==> src/rtl/cpu_board_pkg.sv <==
// Shared constants and helpers for the CPU board controller.
package cpu_board_pkg;

  // All segments off (active-low), dp included.
  localparam logic [7:0] SEG_BLANK = 8'hFF;

  // Active-low {dp,g,f,e,d,c,b,a} for hex digits 0..F; dp stays off here.
  localparam logic [7:0] HEX_SEG [16] = '{
    8'hC0, 8'hF9, 8'hA4, 8'hB0, 8'h99, 8'h92, 8'h82, 8'hF8,
    8'h80, 8'h90, 8'h88, 8'h83, 8'hC6, 8'hA1, 8'h86, 8'h8E
  };

  // log2 of the run-mode period, saturated at the slowest allowed rate.
  function automatic int clamp_log2(input int rate, input int min_log2, input int max_log2);
    int l;
    l = min_log2 + rate;
    return (l > max_log2) ? max_log2 : l;
  endfunction

endpackage

==> src/rtl/seg_scan8.sv <==
// 8-digit multiplexed hex display scanner with registered segment/select outputs.
module seg_scan8
  import cpu_board_pkg::*;
#(
  parameter int SCAN_LOG2 = 16
) (
  input  logic        clk,
  input  logic        rst_n,
  input  logic [31:0] word,
  input  logic        dp_on,
  output logic [7:0]  seg,
  output logic [7:0]  sel
);

  logic [SCAN_LOG2+2:0] scan_cnt;
  logic [2:0]           d;
  logic [3:0]           nib;
  logic [7:0]           seg_d;

  assign d   = scan_cnt[SCAN_LOG2+2 -: 3];
  assign nib = word[{d, 2'b00} +: 4];

  // Decode the current nibble; dp marks digit 7 when requested.
  always_comb begin
    seg_d = HEX_SEG[nib];
    if (dp_on && d == 3'd7) seg_d[7] = 1'b0;
  end

  // Scan counter and output registers; seg and sel update together.
  always_ff @(posedge clk or negedge rst_n) begin
    if (!rst_n) begin
      scan_cnt <= '0;
      seg      <= SEG_BLANK;
      sel      <= 8'hFF;
    end else begin
      scan_cnt <= scan_cnt + 1'b1;
      sel      <= ~(8'h01 << d);
      seg      <= seg_d;
    end
  end

endmodule

==> src/rtl/cpu_board_ctrl.sv <==
// CPU clock-enable generator (divided free-run or debounced single-step),
// retired-cycle counter and debug-channel display mux.
module cpu_board_ctrl
  import cpu_board_pkg::*;
#(
  parameter int NUM_CH       = 4,
  parameter int MIN_LOG2     = 10,
  parameter int RATE_W       = 4,
  parameter int MAX_LOG2     = 26,
  parameter int DEBOUNCE_CYC = 1000000,
  parameter int SCAN_LOG2    = 16,
  localparam int CSW         = $clog2(NUM_CH + 1)
) (
  input  logic                 clk_in,
  input  logic                 reset,
  input  logic                 run_mode,
  input  logic                 step_btn,
  input  logic [RATE_W-1:0]    rate_sel,
  input  logic [CSW-1:0]       ch_sel,
  input  logic [NUM_CH*32-1:0] ch_data,
  output logic                 cpu_clk_en,
  output logic [31:0]          cycle_cnt,
  output logic [7:0]           o_seg,
  output logic [7:0]           o_sel
);

  localparam int DB_W = $clog2(DEBOUNCE_CYC + 1);

  logic [1:0]          run_s, btn_s;
  logic                run_on, step_mode;
  logic [DB_W-1:0]     db_cnt;
  logic                db_lvl, db_prev, db_rise;
  logic [MAX_LOG2-1:0] div_cnt, term;
  logic [31:0]         cyc_q, disp_d, disp_q;

  assign run_on    = run_s[1];
  assign step_mode = ~run_s[1];
  assign db_rise   = db_lvl & ~db_prev;
  assign cycle_cnt = cyc_q;

  // Terminal count for the selected (clamped) run-mode period.
  always_comb
    term = MAX_LOG2'((64'd1 << clamp_log2(int'(rate_sel), MIN_LOG2, MAX_LOG2)) - 64'd1);

  // Two-flop synchronisers for the slide switch and push button.
  always_ff @(posedge clk_in or negedge reset) begin
    if (!reset) begin
      run_s <= '0;
      btn_s <= '0;
    end else begin
      run_s <= {run_s[0], run_mode};
      btn_s <= {btn_s[0], step_btn};
    end
  end

  // Debouncer: level flips after DEBOUNCE_CYC consecutive disagreeing samples.
  // Runs in both modes so a press held across a mode switch never steps.
  always_ff @(posedge clk_in or negedge reset) begin
    if (!reset) begin
      db_cnt  <= '0;
      db_lvl  <= 1'b0;
      db_prev <= 1'b0;
    end else begin
      db_prev <= db_lvl;
      if (btn_s[1] != db_lvl) begin
        if (db_cnt == DB_W'(DEBOUNCE_CYC - 1)) begin
          db_lvl <= ~db_lvl;
          db_cnt <= '0;
        end else begin
          db_cnt <= db_cnt + 1'b1;
        end
      end else begin
        db_cnt <= '0;
      end
    end
  end

  // Clock-enable: divider in run mode (>= compare so a shorter period never
  // stalls), one pulse per debounced press in step mode with the divider parked.
  always_ff @(posedge clk_in or negedge reset) begin
    if (!reset) begin
      div_cnt    <= '0;
      cpu_clk_en <= 1'b0;
    end else if (run_on) begin
      if (div_cnt >= term) begin
        div_cnt    <= '0;
        cpu_clk_en <= 1'b1;
      end else begin
        div_cnt    <= div_cnt + 1'b1;
        cpu_clk_en <= 1'b0;
      end
    end else begin
      div_cnt    <= '0;
      cpu_clk_en <= db_rise;
    end
  end

  // Retired-cycle counter, wraps naturally.
  always_ff @(posedge clk_in or negedge reset) begin
    if (!reset)          cyc_q <= '0;
    else if (cpu_clk_en) cyc_q <= cyc_q + 32'd1;
  end

  // Channel select; ch_sel == NUM_CH shows the cycle counter, beyond shows 0.
  always_comb begin
    disp_d = 32'h0;
    for (int k = 0; k < NUM_CH; k++)
      if (ch_sel == CSW'(k)) disp_d = ch_data[k*32 +: 32];
    if (ch_sel == CSW'(NUM_CH)) disp_d = cyc_q;
  end

  // Register the display word once per cycle.
  always_ff @(posedge clk_in or negedge reset) begin
    if (!reset) disp_q <= '0;
    else        disp_q <= disp_d;
  end

  seg_scan8 #(.SCAN_LOG2(SCAN_LOG2)) u_scan (
    .clk   (clk_in),
    .rst_n (reset),
    .word  (disp_q),
    .dp_on (step_mode),
    .seg   (o_seg),
    .sel   (o_sel)
  );

endmodule

==> config.mk <==
export PLATFORM = sky130hd
export DESIGN_NAME = cpu_board_ctrl
export DESIGN_NICKNAME = d
export VERILOG_FILES = /design/src/rtl/cpu_board_pkg.sv /design/src/rtl/seg_scan8.sv /design/src/rtl/cpu_board_ctrl.sv
export SDC_FILE = /design/constraint.sdc
export NUM_CORES = 1
export LEC_CHECK = 0
export ABC_AREA = 1
export CORE_ASPECT_RATIO = 0.5
export CORE_MARGIN = 4
export CORE_UTILIZATION = 30
export CTS_CLUSTER_DIAMETER = 120
export DETAILED_ROUTE_END_ITERATION = 10
export DONT_BUFFER_PORTS = 1
export PLACE_DENSITY = 0.54
export SLEW_MARGIN = 15
export SYNTH_ARGS = -nofsm -noshare
export SYNTH_HDL_FRONTEND = slang
export SYNTH_SLANG_ARGS = --single-unit
==> constraint.sdc <==
create_clock -name clk_in -period 2 [get_ports clk_in]
set_clock_uncertainty 0.15 [all_clocks]
set_input_delay 0.6 -clock clk_in [delete_from_list [all_inputs] [get_ports clk_in]]
set_output_delay 0.6 -clock clk_in [all_outputs]
set_load 0.02 [all_outputs]
Yosys cells after proc, flatten, opt, wreduce, memory -nomap -nowiden
Memories as Yosys holds them, arrays and structs flattened.
Cells that the tools add are included.
{"block": "op_classes", "order_cmp": 3, "shift": 3, "n_eq_ne": 7, "addsub": 6, "reduce_logical": 3, "n_bitwise": 6, "n_mux": 15}
{"cell": "32-bit two-way mux", "n": 5}
{"cell": "26-bit two-way mux", "n": 2}
{"cell": "20-bit two-way mux", "n": 2}
{"cell": "32-bit by 1-bit adder with 32-bit output, second input constant", "n": 1}
{"cell": "32-bit by 6-bit indexed part select with 4-bit output", "n": 1}
{"cell": "26-bit by 1-bit adder with 26-bit output, second input constant", "n": 1}
{"cell": "26-bit greater-or-equal comparator", "n": 1}
{"cell": "1-bit by 5-bit left shift with 26-bit output, first input constant", "n": 1}
{"cell": "26-bit by 1-bit subtractor with 26-bit output, second input constant", "n": 1}
{"cell": "20-bit by 1-bit adder with 20-bit output, second input constant", "n": 1}
{"cell": "20-bit equality test, second input constant", "n": 1}
{"cell": "19-bit by 1-bit adder with 19-bit output, second input constant", "n": 1}
{"cell": "8-bit two-way mux", "n": 2}
{"cell": "8-bit NOT", "n": 1}
{"cell": "1-bit by 3-bit left shift with 8-bit output, first input constant", "n": 1}
{"cell": "3-bit by 2-bit equality test with 1-bit output, second input constant", "n": 2}
{"cell": "3-bit equality test, second input constant", "n": 2}
{"cell": "4-bit by 4-bit adder with 5-bit output, first input constant", "n": 1}
{"cell": "5-bit greater-or-equal comparator, second input constant", "n": 1}
{"cell": "5-bit greater-than comparator, second input constant", "n": 1}
{"cell": "5-bit two-way mux", "n": 1}
{"cell": "4-bit NOT with 5-bit output", "n": 1}
{"cell": "3-bit by 1-bit equality test with 1-bit output, second input constant", "n": 1}
{"cell": "3-bit zero test", "n": 1}
{"cell": "other kinds (6)", "n": 10}
{"block": "word_totals", "n_memories": 1, "mem_bits_ro": 128, "ff_bits": 152}
{"name": "(name not given)", "words": 16, "width": 8, "rd": 1, "rd_ports_with_merged_regs": 0, "wr": 0, "line": "seg_scan8.sv:25", "rtl": "seg_d = HEX_SEG[nib];"}

Longest topological paths before layout
Gate-level depths: netlist of the first run.
{"block": "logic_depth", "depth_word": 8, "ltp_mapped": 24, "mapped_depth_nobuf": 23}

Modules after synthesis
From an unflattened synthesis of the first run, not the netlist that was laid out.
{"block": "hier_totals", "cells_unflattened": 1309, "hier_area_um2": 9738.1}
{"mod": "cpu_board_ctrl", "n_inst": 1, "cells_each": 1049, "area_per_inst_um2": 7647.3}
{"mod": "seg_scan8", "n_inst": 1, "cells_each": 260, "area_per_inst_um2": 2090.8}

Worst setup path after synthesis of the first run
No wires, ideal clock.
{"block": "synth_timing", "path_type": "input -> register", "startpoint": "input port rate_sel[1]", "endpoint": "register div_cnt[10]", "path_slack_ns": -1.549, "arrival_ns": 3.279, "cell_stages": 22, "t_required_ns": 1.730, "setup_time_ns": 0.120, "path_cell_list": "ha_1 -> nor2_4 -> nor2_4 -> inv_4 -> nor2_4 -> buf_6 -> nand2_1 -> ha_1 -> nand3_4 -> nor2_4 -> nand3_1 -> nand2_1 -> nand2_1 -> ha_1 -> nand2_1 -> inv_1 -> nand3_1 -> nor3_1 -> nand3_1 -> nand4_1 -> buf_2 -> nor2_1"}
{"block": "synth_between", "elab_chain_len": 8}
{"element": "start: declaration", "line": "cpu_board_ctrl.sv:18", "rtl": "input logic [RATE_W-1:0] rate_sel,"}
{"element": "4-bit by 4-bit adder with 5-bit output (*)", "line": "cpu_board_pkg.sv:16", "rtl": "l = min_log2 + rate;"}
{"element": "5-bit greater-than comparator", "line": "cpu_board_pkg.sv:17", "rtl": "return (l > max_log2) ? max_log2 : l;"}
{"element": "5-bit two-way mux (*)", "line": "cpu_board_pkg.sv:17"}
{"element": "1-bit by 5-bit left shift with 26-bit output (*)", "line": "cpu_board_ctrl.sv:43", "rtl": "term = MAX_LOG2'((64'd1 << clamp_log2(int'(rate_sel), MIN_LOG2, MAX_LOG2)) - 64'd1);"}
{"element": "26-bit by 1-bit subtractor with 26-bit output (*)", "line": "cpu_board_ctrl.sv:43"}
{"element": "26-bit greater-or-equal comparator (*)", "line": "cpu_board_ctrl.sv:85", "rtl": "if (div_cnt >= term) begin"}
{"element": "26-bit two-way mux (*)", "line": "cpu_board_ctrl.sv:85"}
{"element": "26-bit two-way mux (*)", "line": "cpu_board_ctrl.sv:84", "rtl": "end else if (run_on) begin"}
{"element": "end signal: assignment", "line": "cpu_board_ctrl.sv:89", "rtl": "div_cnt <= div_cnt + 1'b1;"}
{"element": "end: declaration", "line": "cpu_board_ctrl.sv:33", "rtl": "logic [MAX_LOG2-1:0] div_cnt, term;"}
Mark *: on every way between the ends. The rest lies on a longest branch, timed or not.
A chain may end at the register's enable or synchronous reset.

Worst setup path in the final report of the first run
{"block": "layout_timing", "startpoint": "input port rate_sel[1]", "endpoint": "register div_cnt[13]"}
The elaborated chain is that of the path after synthesis.

==> results of run 1 <==
## stage by stage
stage               area, um^2  util [%]  setup WS [ns]
finish                   12400      40.9          -1.16
global route             12400      40.9          -1.32
CTS                      11700      38.5         -0.981
detailed placement       10900      36.0          -1.58
global placement         10900      36.0          -1.51
floorplan                 9280         -          -1.37
## layout by cell type, fill, tap and decap left out, types with 6 or more instances in the layout
cell type  synthesis  layout
o211ai_1           9       9
xor2_1            62      61
nor2_4             9      20
clkbuf_16          0      19
inv_1            121     114
nand4_1           52      52
a31oi_1           11      11
nor4_1            12       8
o21ai_0           36      31
xnor2_1           17      17
nand2_4            4      11
a21oi_1           33      32
nor3_4             2       6
nand3_2            5      16
dfstp_2           16      16
inv_4              3       7
nor2_1           111      88
dfrtp_1          136     133
a221oi_1          19      19
nand3_1           96      81
buf_4              0     180
ha_1              38      28
nor2_2             8      20
buf_6              2       8
ha_4               0       7
nand2_2            9      22
nor3_2             6       6
inv_2              8      12
nand2_1          229     209
nor3_1            26      22
o21ai_1            7       6
## per-layer routing
metal  GRT usage (%)  vias up  share of wire, %
met5               0        -                 0
met4            4.41        0               1.5
met3            2.88       36               4.3
met2            29.2      235                50
met1            21.0     4179                44
li1                -     4205                 -
## kinds of logic (layout without fill, tap and decap cells)
family	count (synthesis)	in the layout	synth area share, %
muxes	1	1	0.122
and+or+nand+nor	577	577	29.8
buffers and inverters	165	362	7.03
xor gates and xnor gates	79	79	7.50
AOI/OAI and AO/OA	134	134	8.95
DFF	152	152	41.5
adders and majority gates	38	38	5.16
## worst reg2reg max path: cells and delay by family (launching register included)
| kind | cells | cell delay, ns |
|---|---|---|
| fa+ha+maj | 1 | 0.30 |
| flops | 1 | 0.45 |
| buf+inv | 3 | 0.46 |
| simple gates | 5 | 0.70 |
## path summary, 6_finish.rpt
path                             start                  end  slack (ns)  cells after the start
max in group asynchronous        reset  u_scan.scan_cnt[16]        1.73                      0
min in group clk_in           run_mode             run_s[0]        0.06                      0
setup reg to reg            div_cnt[0]          div_cnt[13]       -0.18                      9
hold reg to reg               btn_s[0]             btn_s[1]        0.20                      0
hold / removal                   reset           div_cnt[9]       -0.27                      0
setup / recovery           rate_sel[1]          div_cnt[13]       -1.16                     22
## sequential cells by signal, summed over array words and instances (netlist names)
register / count
u_scan.scan_cnt: 19
db_lvl: 1
run_s: 2
disp_q: 32
cpu_clk_en: 1
u_scan.seg: 8
div_cnt: 26
db_cnt: 20
btn_s: 2
u_scan.sel: 8
db_prev: 1
cycle_cnt: 32
## report_power, final
| part | switching [mW] | internal, mW |
|---|---|---|
| registers | 0.0778 | 3.19 |
| clock network | 1.34 | 2.09 |
| logic | 0.580 | 0.421 |
| total | 2.00 | 5.70 |
## final cells by class
type                            instances  area (um^2)
Fill cell                            3024        17900
Sequential cell                       152         3830
Tap cell                              399          499
Clock buffer                           17          425
Multi-Input combinational cell        829         5330
Clock inverter                         14          198
Timing Repair Buffer                  195         1590
Inverter                              136          529
## repair_timing
action | 4_1_cts | 5_1_grt
setup endpoints to repair | 37 | 56
hold endpoints to repair | 152 | 152
resized for setup | 29 | 115
cloned | 0 | 3
pin swaps | 3 | 67
buffers inserted | 6 | 25
## cell usage after synthesis, drive strengths merged
cell type	n
nand3	102
o22ai	1
dfrtp	136
mux2	1
nor2	128
inv	132
dfstp	16
a221oi	19
nand2	242
nand3b	1
buf	8
nor3b	1
xor2	62
o2111ai	1
a21o	1
ha	38
or2	3
xnor2	17
a31oi	11
o21bai	2
a21oi	33
nor4	12
clkinv	4
o21ai	43
and3	1
o31ai	1
o211ai	9
nand4	52
a22oi	9
clkbuf	21
o21a	3
a211oi	1
nor3	34
and2	1
==> results by group, run 1 <==
Cells and area
  – Area Growth Syn to Fin: 34.4%
  – Fraction of layout cells with a size suffix above 1: 29.9%
  – # diodes: 0
  – Post-route insts no fill: 1742
  – Final Net Count: 1508

Critical path
  – Critical path fanouts, max: 9
  – Arr. time, crit path: 3.32 ns
  – Worst path slowest cell: nor4_4
  – Crit path cell chain: ha_4, nor2_4, buf_6, nor2_4, inv_4, nor2_4, nand2_2, ha_4, nand3_4, buf_12, nor3_4, inv_1, nand2_1, nand2_2, ha_4, nand2_4, nor4_4, nand3_2, nand4_1, buf_6, clkbuf_16, nor2_2
  – Buffers & Inverters on Critical Path: 6
  – Worst Setup End Kind: flip-flop
  – Startpoint Class: primary input
  – Critical path class: primary input to flip-flop
  – Crit path max-delay family: simple AND/OR/NAND/NOR gates
  – Crit-path max cell delay: 0.29 ns
  – Required time of the critical path: 2.15 ns

Detailed routing
  – Vias post-DR: 8655
  – DR iter-0 viols: 537
  – Routed Antenna Nets: 0
  – Routed vias/inst: 4.97
  – DRC Markers: 0
  – Final wirelength: 29100 um
  – Pre-antenna DRT Iters: 5
  – Wire per inst: 16.7 um

Clocking
  – Num Clock Sinks: 152
  – Clk Tree Root Cell: clkbuf_16
  – Skew-Pair Late Insertion Delay: 0.43 ns
  – Clock buffer count from CTS: 17
  – TritonCTS clock tree: built
  – CTS Buffer Depth: 2
  – H-tree Lvls: 4
  – Reg clk slew, reported paths: 0.07 ns

STA
  – Final setup TNS: -30.62 ns
  – Max-slew headroom: 56.3%
  – Tcrit/Tclk final: 158%
  – Min Tclk post-route: 3.16 ns
  – RSZ-0062 raised after global routing: true
  – Actual slew at the worst max-slew pin: 0.652 ns
  – # setup viols final: 30
  – Hold Vio Cnt, Final: 152
  – Setup ws final: -1.16 ns
  – Hold_ws: -0.274 ns
  – Peak Freq: 316 MHz
  – Slew Limit Fails: 0

Run
  – Max-Cap Viols: 0

Power
  – Maximum VDD drop: 463 uV
  – Leakage: 5.92 nW
  – Power consumption: 7.70 mW
  – PwrDens: 621 nW/um^2

Die
  – Row count: 45
  – I/O pin cnt: 188
  – Core Area: 30300 um^2
  – Initial Util: 30.4%
  – Die height: 132 um
  – Die Width: 256 um
  – Die Area: 33800 um^2

GRT
  – Number of global-route vias before repair: 8652
  – Remaining global-route overflow: 0
  – Largest net degree at the start of global routing: 153
  – Antenna violations before repair: 0
  – First-pass GRT wire length: 45700 um
  – Tot GR Track Use: 16.5%

Place
  – RePlAce Congestion: 0.912
  – Placed cell count: 1677
  – IO Port Bufs: 0
  – Detailed Place HPWL: 21700 um

Yosys
  – Ranking of synthesized cells by area: dfrtp_1, nand2_1, xor2_1
  – Top cell type's share of synthesized area: 36.9%
  – Flops & latches, synth: 152
  – Leading area contributor after synthesis: dfrtp_1
  – Post-Synthesis Cell Area: 9220 um^2
  – Synth warnings: 0
  – Sequential area share after synthesis: 41.5%
  – Synth Area per Inst: 8.05 um^2
  – Cells after Synth: 1146
  – Netlist cell types: 48
  – Post-Syn Nets: 1323

Status
  – Outcome: complete, but fails checks
  – Failing checks: negative hold slack, negative setup slack

Hold path
  – HP Class: primary input to asynchronous set/reset pin
(Power assumes the default switching activity.)
==> run 2, diff against run 1 <==
--- a/config.mk
+++ b/config.mk
@@ -8,11 +8,12 @@
 export ABC_AREA = 1
 export CORE_ASPECT_RATIO = 0.5
 export CORE_MARGIN = 4
-export CORE_UTILIZATION = 30
+export CORE_UTILIZATION = 55
 export CTS_CLUSTER_DIAMETER = 120
+export CTS_CLUSTER_SIZE = 24
 export DETAILED_ROUTE_END_ITERATION = 10
 export DONT_BUFFER_PORTS = 1
-export PLACE_DENSITY = 0.54
+export PLACE_DENSITY = 0.82
 export SLEW_MARGIN = 15
 export SYNTH_ARGS = -nofsm -noshare
 export SYNTH_HDL_FRONTEND = slang
==> results by group, run 2 (synthesized netlist as in run 1, its figures left out) <==
Status
  – Outcome: complete, but fails checks
  – Failing checks: negative hold slack, negative setup slack

Critical path
  – Most used cell, CP: ha_4
  – Worst path slowest cell: nor4_4
  – FF-to-FF path depth: 10
  – Crit path to: div_cnt[20]
  – Required time of the critical path: 2.15 ns
  – Crit path cell chain: ha_4, nor2_4, nand2_4, nand3_4, nor2_4, nand2_4, ha_4, nand3_4, buf_12, nor3_4, inv_1, nand2_1, nand2_2, ha_4, nand2_2, nor4_4, nand3_2, nand4_1, buf_6, clkbuf_16, nor2_1
  – Crit-path max cell delay: 0.29 ns
  – R2r setup slk: -0.18 ns
  – Stages on worst setup path: 21
  – Reg2reg end: div_cnt[20]
  – Critical path fanouts, max: 9
  – Crit path launch: rate_sel[1]
  – R2r startpoint: div_cnt[9]
  – Worst Setup End Kind: flip-flop
  – Startpoint Class: primary input
  – Arr. time, crit path: 3.28 ns
  – Buffers & Inverters on Critical Path: 4
  – Critical path class: primary input to flip-flop
  – Crit path max-delay family: simple AND/OR/NAND/NOR gates

Detailed routing
  – Pre-antenna DRT Iters: 5
  – Final wirelength: 29200 um
  – Vias post-DR: 9055
  – Routed Antenna Nets: 0
  – DR iter-0 viols: 742
  – Wire per inst: 18.9 um
  – Routed vias/inst: 5.85
  – DRC Markers: 0

Clocking
  – CTS Buffer Depth: 2
  – H-tree Lvls: 4
  – Num Clock Sinks: 152
  – Reg clk slew, reported paths: 0.06 ns
  – Clock buffer count from CTS: 17
  – Clk Tree Root Cell: clkbuf_16
  – TritonCTS clock tree: built
  – Skew-Pair Late Insertion Delay: 0.42 ns

Power
  – Maximum VDD drop: 647 uV
  – Leakage: 5.77 nW
  – PwrDens: 616 nW/um^2
  – Power consumption: 7.29 mW

Cells and area
  – Final Util: 72.2%
  – Post-route insts no fill: 1548
  – # diodes: 0
  – Design area: 11800 um^2
  – Commonest non-fill, non-tap cell in the layout: nand2_1
  – Fraction of layout cells with a size suffix above 1: 27.3%
  – Most frequent cells in the layout: nand2_1, buf_4, dfrtp_1
  – Final Net Count: 1485
  – Fillers: 1157
  – Area Growth Syn to Fin: 28.4%

Die
  – Core Area: 16400 um^2
  – Initial Util: 56.3%
  – Die Width: 191 um
  – I/O pin cnt: 188
  – Row count: 33
  – Die height: 99.6 um
  – Die Area: 19000 um^2

Hold path
  – HP Class: primary input to asynchronous set/reset pin

STA
  – Slew Limit Fails: 0
  – Peak Freq: 320 MHz
  – RSZ-0062 raised after global routing: true
  – Setup ws final: -1.13 ns
  – Final setup TNS: -29.75 ns
  – Tcrit/Tclk final: 156%
  – # setup viols final: 30
  – Max-slew headroom: 67.2%
  – Hold_ws: -0.274 ns
  – Min Tclk post-route: 3.13 ns
  – Hold Vio Cnt, Final: 151
  – Actual slew at the worst max-slew pin: 0.488 ns

Place
  – IO Port Bufs: 0
  – Placed cell count: 1482
  – Area after DPL: 10500 um^2
  – RePlAce Congestion: 1.02
  – Dpl ws: -1.51 ns
  – Detailed Place HPWL: 20900 um

GRT
  – Largest net degree at the start of global routing: 153
  – Tot GR Track Use: 29.2%
  – Number of global-route vias before repair: 8875
  – First-pass GRT wire length: 44600 um
  – Antenna violations before repair: 0
  – Remaining global-route overflow: 0

Run
  – Max-Cap Viols: 0
run 2: worst min path at each step:
stage	from	end	slack, ns	cells past startpoint
after floorplan	reset	btn_s[0]	0.15	0
after global placement	reset	div_cnt[23]	0.16	0
after detailed placement	reset	div_cnt[23]	0.16	0
after CTS	reset	div_cnt[3]	-0.29	0
after global routing	reset	div_cnt[24]	-0.29	0
final	reset	div_cnt[24]	-0.27	0
run 2: final cells by class:
class                   count  area, um^2  area share (%)
clock buffers              22         508            4.29
clock inverters            10        61.3           0.518
inverters                 136         527            4.45
multi-input cells         829        5210            44.0
flip-flops and latches    152        3830            32.3
well taps                 227         284            2.40
repair buffers            172        1420            12.0
run 2: layer usage:
layer | up-vias | routed length [um] | global-route usage [%]
met4 | 0 | 1160 | 11.4
li1 | 4163 | - | -
met5 | - | 0 | 0
met2 | 489 | 14600 | 50.7
met3 | 113 | 2330 | 5.72
met1 | 4290 | 11200 | 36.6
run 2: timing repair:
item | in CTS | in global routing
endpoints found under the setup margin | 36 | 59
pin swaps | 1 | 35
cloned | 0 | 3
setup buffers | 3 | 28
gates resized for setup | 21 | 91
hold endpoints to repair | 152 | 152
run 2: report_power, final:
part           leakage [nW]  total [mW]  internal (mW)  switching (mW)
registers              1.99        3.27           3.19          0.0776
logic                  3.48       0.935          0.385           0.549
clock network         0.290        3.09           1.81            1.28
==> run 3, diff against run 2 <==
--- a/config.mk
+++ b/config.mk
@@ -13,8 +13,7 @@
 export CTS_CLUSTER_SIZE = 24
 export DETAILED_ROUTE_END_ITERATION = 10
 export DONT_BUFFER_PORTS = 1
-export PLACE_DENSITY = 0.82
-export SLEW_MARGIN = 15
+export PLACE_DENSITY_LB_ADDON = 0.05
 export SYNTH_ARGS = -nofsm -noshare
 export SYNTH_HDL_FRONTEND = slang
 export SYNTH_SLANG_ARGS = --single-unit
==> constraint.sdc (replaced) <==
create_clock -name clk_in -period 3 [get_ports clk_in]
set_clock_uncertainty 0.15 [all_clocks]
set_input_delay 0.9 -clock clk_in [delete_from_list [all_inputs] [get_ports clk_in]]
set_output_delay 0.9 -clock clk_in [all_outputs]
set_load 0.02 [all_outputs]
==> results by group, run 3 (synthesized netlist as in run 1, its figures left out) <==
STA
  – Max-slew headroom: 60.0%
  – Setup ws final: -0.284 ns
  – # setup viols final: 27
  – RSZ-0062 raised after global routing: true
  – Tcrit/Tclk final: 109%
  – Peak Freq: 305 MHz
  – Final setup TNS: -7.02 ns
  – Slew Limit Fails: 0
  – Hold Vio Cnt, Final: 0
  – Actual slew at the worst max-slew pin: 0.596 ns
  – Min Tclk post-route: 3.28 ns

Status
  – Failing checks: negative setup slack
  – Outcome: complete, but fails checks

Die
  – Initial Util: 56.3%
  – Row count: 33
  – Die Width: 191 um
  – I/O pin cnt: 188
  – Die height: 99.6 um
  – Core Area: 16400 um^2
  – Die Area: 19000 um^2

Critical path
  – Arr. time, crit path: 3.44 ns
  – Critical path fanouts, max: 25
  – Worst Setup End Kind: flip-flop
  – Required time of the critical path: 3.15 ns
  – Critical path class: primary input to flip-flop
  – Startpoint Class: primary input

Clocking
  – Reg clk slew, reported paths: 0.07 ns
  – TritonCTS clock tree: built
  – Clock buffer count from CTS: 17
  – Skew-Pair Late Insertion Delay: 0.43 ns
  – Num Clock Sinks: 152
  – H-tree Lvls: 4
  – Clk Tree Root Cell: clkbuf_16
  – CTS Buffer Depth: 2

Hold path
  – HP Class: primary input to asynchronous set/reset pin

GRT
  – First-pass GRT wire length: 42300 um
  – Largest net degree at the start of global routing: 153
  – Remaining global-route overflow: 0
  – Tot GR Track Use: 28.0%
  – Number of global-route vias before repair: 8132
  – Met3 usage: 6.14%
  – Most Crowded Layer GR: met2
  – Met1 Resource Use GR: 37.0%
  – M2 GR Usage: 47.1%
  – Antenna violations before repair: 0

Detailed routing
  – Routed vias/inst: 5.64
  – Vias post-DR: 8162
  – Pre-antenna DRT Iters: 5
  – DRC Markers: 0
  – DR iter-0 viols: 555
  – Routed Antenna Nets: 0
  – Final wirelength: 25800 um
  – Wire per inst: 17.8 um

Cells and area
  – Most frequent cells in the layout: nand2_1, dfrtp_1, inv_1
  – Fillers: 1407
  – Fraction of layout cells with a size suffix above 1: 17.9%
  – Area Growth Syn to Fin: 16.6%
  – Final Util: 65.6%
  – Commonest non-fill, non-tap cell in the layout: nand2_1
  – Register area: 3820 um^2
  – # diodes: 0
  – Area of the multi-input gates: 4950 um^2
  – Post-route insts no fill: 1448
  – Final Net Count: 1385

Place
  – Detailed Place HPWL: 19500 um
  – Placed cell count: 1409
  – IO Port Bufs: 0
  – RePlAce Congestion: 0.942
  – Dpl ws: -0.812 ns

Power
  – Power consumption: 4.85 mW
  – Maximum VDD drop: 384 uV
  – Leakage: 5.11 nW
  – PwrDens: 451 nW/um^2

Run
  – Max-Cap Viols: 0
## run 3: cell types whose count changed in the layout (fill, tap and decap cells not counted), sizes merged
| cell | before | now |
|---|---|---|
| buf | 170 | 72 |
| clkbuf | 24 | 17 |
| inv | 136 | 140 |
| clkinvlp | 0 | 1 |
## run 3: final cells by class
cell class                      count  share of cell area [%]
Tap cell                          227                    2.64
Clock inverter                     15                    1.63
Clock buffer                       17                    3.95
Timing Repair Buffer               72                    5.40
Sequential cell                   152                    35.5
Inverter                          136                    4.84
Multi-Input combinational cell    829                    46.0
## run 3: layer usage
metal / routed length, um / part of all wire, %
met5: 0 / 0
met2: 12600 / 49
met4: 551 / 2.1
met3: 1650 / 6.4
met1: 11000 / 43
## run 3: final timing paths
| kind | startpoint | to | slack [ns] | depth (start not counted) |
|---|---|---|---|---|
| worst max-delay path | rate_sel[1] | div_cnt[21] | -0.28 | 21 |
| worst min-delay path | reset | div_cnt[4] | 0.03 | 0 |
| worst max register to register | u_scan.scan_cnt[17] | u_scan.seg[2] | 0.59 | 10 |
| worst min register to register | run_s[0] | run_s[1] | 0.20 | 0 |
| max in group asynchronous | reset | u_scan.seg[6] | 2.34 | 0 |
| min in group clk_in | run_s[0] | run_s[1] | 0.20 | 0 |
## run 3: critical path, stage by stage
cell     delay, ns
ha_4          0.15
nand2_2       0.08
inv_4         0.04
nor2_4        0.14
inv_4         0.05
nor2_4        0.21
nand2_2       0.11
ha_4          0.18
nand3_4       0.09
buf_6         0.11
nor3_4        0.04
nand3_1       0.06
nand2_1       0.07
ha_1          0.28
nand2_2       0.06
buf_4         0.14
nor3_4        0.22
nand3_2       0.12
nand4_1       0.14
buf_12        0.19
nor2_1        0.05
## run 3: power by group
| part | switching, mW | internal (mW) | leakage (nW) | total, mW |
|---|---|---|---|---|
| clock | 1.00 | 1.12 | 0.289 | 2.13 |
| combinational | 0.332 | 0.224 | 2.82 | 0.556 |
| sequential | 0.0466 | 2.12 | 2.00 | 2.17 |
| total | 1.38 | 3.47 | 5.11 | 4.85 |
## run 3: metrics by stage
step / cell area, um^2 / hold WS, ns
floorplan: 9280 / 0.181
global placement: 9950 / 0.182
detailed placement: 9950 / 0.189
CTS: 10600 / 0.00710
global route: 10800 / 0.00618
finish: 10800 / 0.0331
## run 3: timing repair
action / in CTS / in global routing
gates cloned: 0 / 0
setup buffers: 4 / 3
pin swaps: 2 / 3
gates resized for setup: 19 / 27
setup endpoints to repair: 27 / 27
hold buffers: 0 / 0
hold endpoints to repair: 0 / 0
